$ cat src/rtl/prim_onehot_stream_mux.sv
// One-hot selected valid/ready stream mux with an AND/OR datapath and an optional
// full-throughput 2-entry skid buffer on the output.
module prim_onehot_stream_mux #(
    parameter int Width  = 32,
    parameter int Inputs = 8,
    parameter bit OutReg = 1'b1
) (
    input  logic              clk_i,
    input  logic              rst_ni,
    input  logic [Inputs-1:0] in_valid_i,
    output logic [Inputs-1:0] in_ready_o,
    input  logic [Width-1:0]  in_data_i [Inputs],
    input  logic [Inputs-1:0] sel_i,
    output logic              out_valid_o,
    input  logic              out_ready_i,
    output logic [Width-1:0]  out_data_o,
    output logic              sel_err_o,
    input  logic              sel_err_clr_i,
    output logic [1:0]        dbg_state_o
);

    // Handshake: a beat moves on a channel in any cycle where that channel's valid
    // and ready are both high; the producer holds valid and data stable until then,
    // and out_valid_o/out_data_o likewise hold until out_ready_i.

    typedef enum logic [1:0] {
        EMPTY = 2'd0,
        HOLD  = 2'd1,
        FULL  = 2'd2
    } state_e;

    logic              sel_ok;
    logic [Inputs-1:0] eff_sel;
    logic              mux_valid;
    logic [Width-1:0]  mux_data;

    assign sel_ok    = $onehot0(sel_i);
    assign eff_sel   = sel_ok ? sel_i : '0;
    assign mux_valid = |(in_valid_i & eff_sel);

    always_comb begin
        mux_data = '0;
        for (int i = 0; i < Inputs; i++) begin
            mux_data = mux_data | (in_data_i[i] & {Width{eff_sel[i]}});
        end
    end

    // Set has priority over clear so an illegal select is never lost.
    always_ff @(posedge clk_i or negedge rst_ni) begin
        if (!rst_ni) begin
            sel_err_o <= 1'b0;
        end else if (!sel_ok) begin
            sel_err_o <= 1'b1;
        end else if (sel_err_clr_i) begin
            sel_err_o <= 1'b0;
        end
    end

    if (OutReg) begin : g_skid
        state_e           state_q;
        logic             can_accept_q;
        logic             accept;
        logic [Width-1:0] m_q;
        logic [Width-1:0] s_q;

        assign accept      = mux_valid & can_accept_q;
        assign in_ready_o  = eff_sel & {Inputs{can_accept_q}};
        assign out_valid_o = (state_q != EMPTY);
        assign out_data_o  = m_q;
        assign dbg_state_o = state_q;

        // can_accept_q tracks "next state is not FULL" so in_ready_o never
        // depends combinationally on out_ready_i.
        always_ff @(posedge clk_i or negedge rst_ni) begin
            if (!rst_ni) begin
                state_q      <= EMPTY;
                can_accept_q <= 1'b0;
                m_q          <= '0;
                s_q          <= '0;
            end else begin
                case (state_q)
                    EMPTY: begin
                        can_accept_q <= 1'b1;
                        if (accept) begin
                            m_q     <= mux_data;
                            state_q <= HOLD;
                        end
                    end
                    HOLD: begin
                        if (accept && out_ready_i) begin
                            m_q          <= mux_data;
                            can_accept_q <= 1'b1;
                        end else if (accept) begin
                            s_q          <= mux_data;
                            state_q      <= FULL;
                            can_accept_q <= 1'b0;
                        end else if (out_ready_i) begin
                            state_q      <= EMPTY;
                            can_accept_q <= 1'b1;
                        end else begin
                            can_accept_q <= 1'b1;
                        end
                    end
                    FULL: begin
                        if (out_ready_i) begin
                            m_q          <= s_q;
                            state_q      <= HOLD;
                            can_accept_q <= 1'b1;
                        end
                    end
                    default: begin
                        state_q      <= EMPTY;
                        can_accept_q <= 1'b0;
                    end
                endcase
            end
        end
    end else begin : g_pass
        assign in_ready_o  = eff_sel & {Inputs{out_ready_i}};
        assign out_valid_o = mux_valid;
        assign out_data_o  = mux_data;
        assign dbg_state_o = 2'd0;
    end

endmodule

$ cat config.mk
export PLATFORM = sky130hd
export DESIGN_NAME = prim_onehot_stream_mux
export DESIGN_NICKNAME = d
export VERILOG_FILES = /design/src/rtl/prim_onehot_stream_mux.sv
export SDC_FILE = /design/constraint.sdc
export NUM_CORES = 1
export LEC_CHECK = 0
export CAP_MARGIN = 30
export CORE_MARGIN = 4
export CORE_UTILIZATION = 25
export CTS_BUF_LIST = sky130_fd_sc_hd__clkbuf_2
export DETAILED_ROUTE_END_ITERATION = 7
export DONT_BUFFER_PORTS = 1
export GPL_TIMING_DRIVEN = 0
export PLACE_DENSITY_LB_ADDON = 0.12
export SLEW_MARGIN = 20
export SYNTH_ARGS = -nofsm -noshare
export SYNTH_HDL_FRONTEND = slang
export SYNTH_SLANG_ARGS = --single-unit
$ cat constraint.sdc
create_clock -name clk_i -period 6.3 [get_ports clk_i]
set_input_delay 1.26 -clock clk_i [delete_from_list [all_inputs] [get_ports clk_i]]
set_output_delay 1.26 -clock clk_i [all_outputs]
set_load 0.1 [all_outputs]
==> impl_summary.log <==
[metrics] reg-to-reg critical path startpoint: dbg_state_o[1]
[metrics] path class of the lowest-slack min-delay path: input port to asynchronous set/reset pin
[metrics] global-route usage over all layers: 23.9%
[metrics] Placed Instance Area: 5460 um^2
[metrics] critical path capture point type: primary output
[metrics] Bufs on Longest Clock Path: 2
[metrics] count of nets left with antenna violations after detail routing: 0
[metrics] worst-margin pin slew: 1.02 ns
[metrics] Post-Synthesis Cells: 476
[metrics] length in cells of the worst reg-to-reg path: 6
[metrics] post-route cell area: 5590 um^2
[metrics] maximum single-stage delay on the critical path: 0.68 ns
[metrics] largest delay contributor family on the critical path: adder cells
[metrics] combined area of all synthesized cells: 4890 um^2
[metrics] Placer Congestion: 0.806
[metrics] Final Max Slew Viols: 0
[metrics] fraction of final layout cells with drive strength greater than 1: 17.9%
[metrics] total number of placement rows: 50
[metrics] maximum number of pins on one net before global-route repair: 69
[metrics] critical path required time: 5.04 ns
[metrics] share of total power consumed by net switching: 59.0%
[metrics] number of vias in the routed layout: 4669
[metrics] shortest period the worst path allows: 6.14 ns
[metrics] relative contribution of the clock network to total power: 9.1%
[metrics] number of buffers created by CTS: 9
[metrics] clock-pin slew of the registers on the worst-case setup and hold paths: 0.24 ns
[metrics] floorplan core area: 19000 um^2
[metrics] Rel. slew slack: 32.0%
[metrics] worst setup slack before clock tree synthesis: -0.595 ns
[metrics] overall die width: 148 um
[metrics] main flop type after synthesis: dfrtp_1
[metrics] post-route worst setup slack: 0.158 ns
[metrics] final WL: 27400 um
[metrics] net switching power: 1590 uW
[metrics] number of standard cells in the final layout excluding fillers: 770
[metrics] effective utilization at floorplan: 25.8%
[metrics] clock tree skew after final layout: 0.0313 ns
[metrics] YS warnings: 0
[metrics] FF-to-FF setup slack: 3.45 ns
[metrics] category of the most critical setup path: input port to primary output
[metrics] Avg Inst Size Synth: 10.3 um^2
[metrics] kind of start point of the critical path: input port
[metrics] Max Fclk: 0.163 GHz
[metrics] area share of the leading cell type in the synthesized netlist: 34.8%
[metrics] Critical R2R Capture: out_data_o[18]
[metrics] number of DRC violations after detailed-routing iteration 0: 343
[metrics] list of most frequent post-synthesis cells: a22oi_1, dfrtp_1, mux2i_1
[metrics] DRC violation count after routing: 0
[metrics] fraction of the core area covered by cells at the end of the flow: 29.5%
[metrics] number of search-and-repair iterations in the first detailed-routing pass: 5
[metrics] routed wirelength normalized by instance count: 35.6 um
[metrics] height of the die: 148 um
[metrics] number of I/O port buffers: 0
[metrics] number of instances in the placed design: 753
[metrics] count of max-cap constraint violations: 0
[metrics] cell accounting for the most synthesized area: dfrtp_1
[metrics] total number of nets in the final design: 787
[metrics] share of synthesized area occupied by flip-flops and latches: 34.8%
[metrics] TritonCTS sink count: 68
[metrics] fraction of power consumed by combinational cells: 37.5%
[metrics] Top-Level Pins: 320
[metrics] die area: 21900 um^2
[metrics] synthesis-stage register bit count: 68
[metrics] buffer and inverter count on the worst path: 4
[metrics] critical-path maximum fanout: 10
[metrics] Synth async-reset ratio: 100%
[metrics] number of synthesized flops with an enable pin: 0
[metrics] cell-internal power: 1110 uW
[metrics] endpoints failing hold: 0
[metrics] power density normalized to cell area: 483 nW/um^2
[metrics] standard cell with the maximum stage delay on the critical path: clkbuf_1
[metrics] leakage power summed over all cells: 0.00260 uW
[metrics] area added between synthesis and finish: 14.3%
[metrics] VDD IR-drop max: 0.000282 V
[metrics] H-Tree Level Count: 3
[metrics] total nets after synthesis: 759
[metrics] share of the cycle needed by the critical path after routing: 97.5%
[metrics] RSZ-0062 raised after global routing: no
[metrics] arrival time at the worst endpoint: 4.88 ns
[metrics] clk root buf: clkbuf_2
[metrics] Final setup viols: 0
[metrics] clock tree from TritonCTS: yes
[metrics] most area-consuming cells after synthesis: dfrtp_1, a22oi_1, mux2i_1
[metrics] most frequent cell after synthesis: a22oi_1
[metrics] wire length of the first global-routing pass: 36900 um
[metrics] status: completed
[metrics] number of global-route vias before repair: 5162
[metrics] number of antenna violations at the first check in global routing: 1
[metrics] Post-DP HPWL: 21500 um
[metrics] post-detailed-route via-to-cell ratio: 6.06
[metrics] CP Cell Sequence: buf_2 -> clkbuf_1 -> inv_1 -> fa_1 -> inv_1 -> ha_1 -> fa_1 -> nor2_1 -> a31oi_4 -> nor2_1 -> and3_2
[metrics] part of the power in registers: 53.3%
[metrics] number of library cell types mapped by synthesis: 37
[metrics] remaining global-route overflow: 0
[metrics] clock latency at the later pin of the worst-skew pair: 0.56 ns
[placed cells by master, fill, tap and decap left out, types with 2 or more instances in the layout]
master	Yosys	routed
nand2b_1	3	3
buf_6	4	13
buf_8	0	10
mux2_1	3	3
nor2_2	0	4
o2bb2ai_1	2	2
and3_2	0	4
nor2b_1	3	3
buf_2	12	12
ha_1	3	3
and4_1	32	32
inv_1	12	12
clkbuf_2	0	10
o21ai_0	3	3
inv_6	0	2
mux2i_1	56	56
clkinvlp_4	0	4
nor2_1	10	6
clkbuf_1	38	35
or3_1	2	2
a22oi_1	132	132
nor3_1	33	33
dfrtp_1	68	68
fa_1	4	4
a21oi_1	2	2
mux2_4	29	29
o22ai_1	3	3
a221oi_1	2	2
nor3b_1	2	2
nand2_1	2	2
[kinds of logic after synthesis]
kind of cell | Yosys count | share of synthesized area, %
flops | 68 | 34.8
buf+inv | 66 | 5.98
simple gates | 96 | 12.8
fa+ha+maj | 7 | 2.40
mux | 88 | 21.0
compound gates | 151 | 23.0
[area by class of cell]
cell class              count  area, um^2
diodes                      1        2.50
well taps                 260         325
clock buffers               9        45.0
multi-input cells         342        2930
plain buffers              52         241
fillers                  2031       13400
repair buffers             19         251
clock inverters             7        51.3
flip-flops and latches     68        1700
inverters                  12        45.0
[state kept, by name, indices dropped and copies added (netlist names)]
name / flops
out_data_o: 32
dbg_state_o: 2
sel_err_o: 1
g_skid.s_q: 32
g_skid.can_accept_q: 1
[worst max path at each step]
stage	startpoint	slack, ns	cells past startpoint	to
floorplan	sel_i[5]	-0.37	13	in_ready_o[4]
global placement	sel_i[5]	-1.48	13	in_ready_o[7]
detailed placement	sel_i[5]	-0.59	13	in_ready_o[3]
CTS	sel_i[5]	0.04	14	in_ready_o[5]
global route	sel_i[5]	0.02	12	in_ready_o[3]
finish	sel_i[4]	0.16	11	in_ready_o[3]
[power by group through the flow]
stage | clock (uW) | sequential, uW | combinational (uW)
6_report | 247 | 1440 | 1010
5_1_grt | 276 | 1460 | 1090
4_1_cts | 257 | 1440 | 1020
3_5_place_dp | 0 | 1450 | 1010
3_3_place_gp | 0 | 1450 | 950
2_1_floorplan | 0 | 1390 | 772
[stage by stage]
step,power (uW),setup TNS [ns],hold WS [ns]
after floorplan,2160,-1.49,0.464
after global placement,2400,-9.51,0.476
after detailed placement,2460,-3.52,0.481
after CTS,2720,0,0.287
after global routing,2830,0,0.261
final,2700,0,0.361
[repair_timing]
action | in CTS | in global routing
hold buffers | 0 | 0
gates cloned | 0 | 0
resized for setup | 5 | 3
setup endpoints to repair | 8 | 8
buffers inserted | 0 | 0
[routing by layer]
metal | vias to the layer above | global-route usage [%] | wire, um
li1 | 1940 | - | -
met1 | 2351 | 29.0 | 11200
met2 | 332 | 41.0 | 13400
met3 | 46 | 5.58 | 1990
met4 | 0 | 9.28 | 828
met5 | - | 0 | 0
Note: power is estimated with default switching activity, not from simulation.
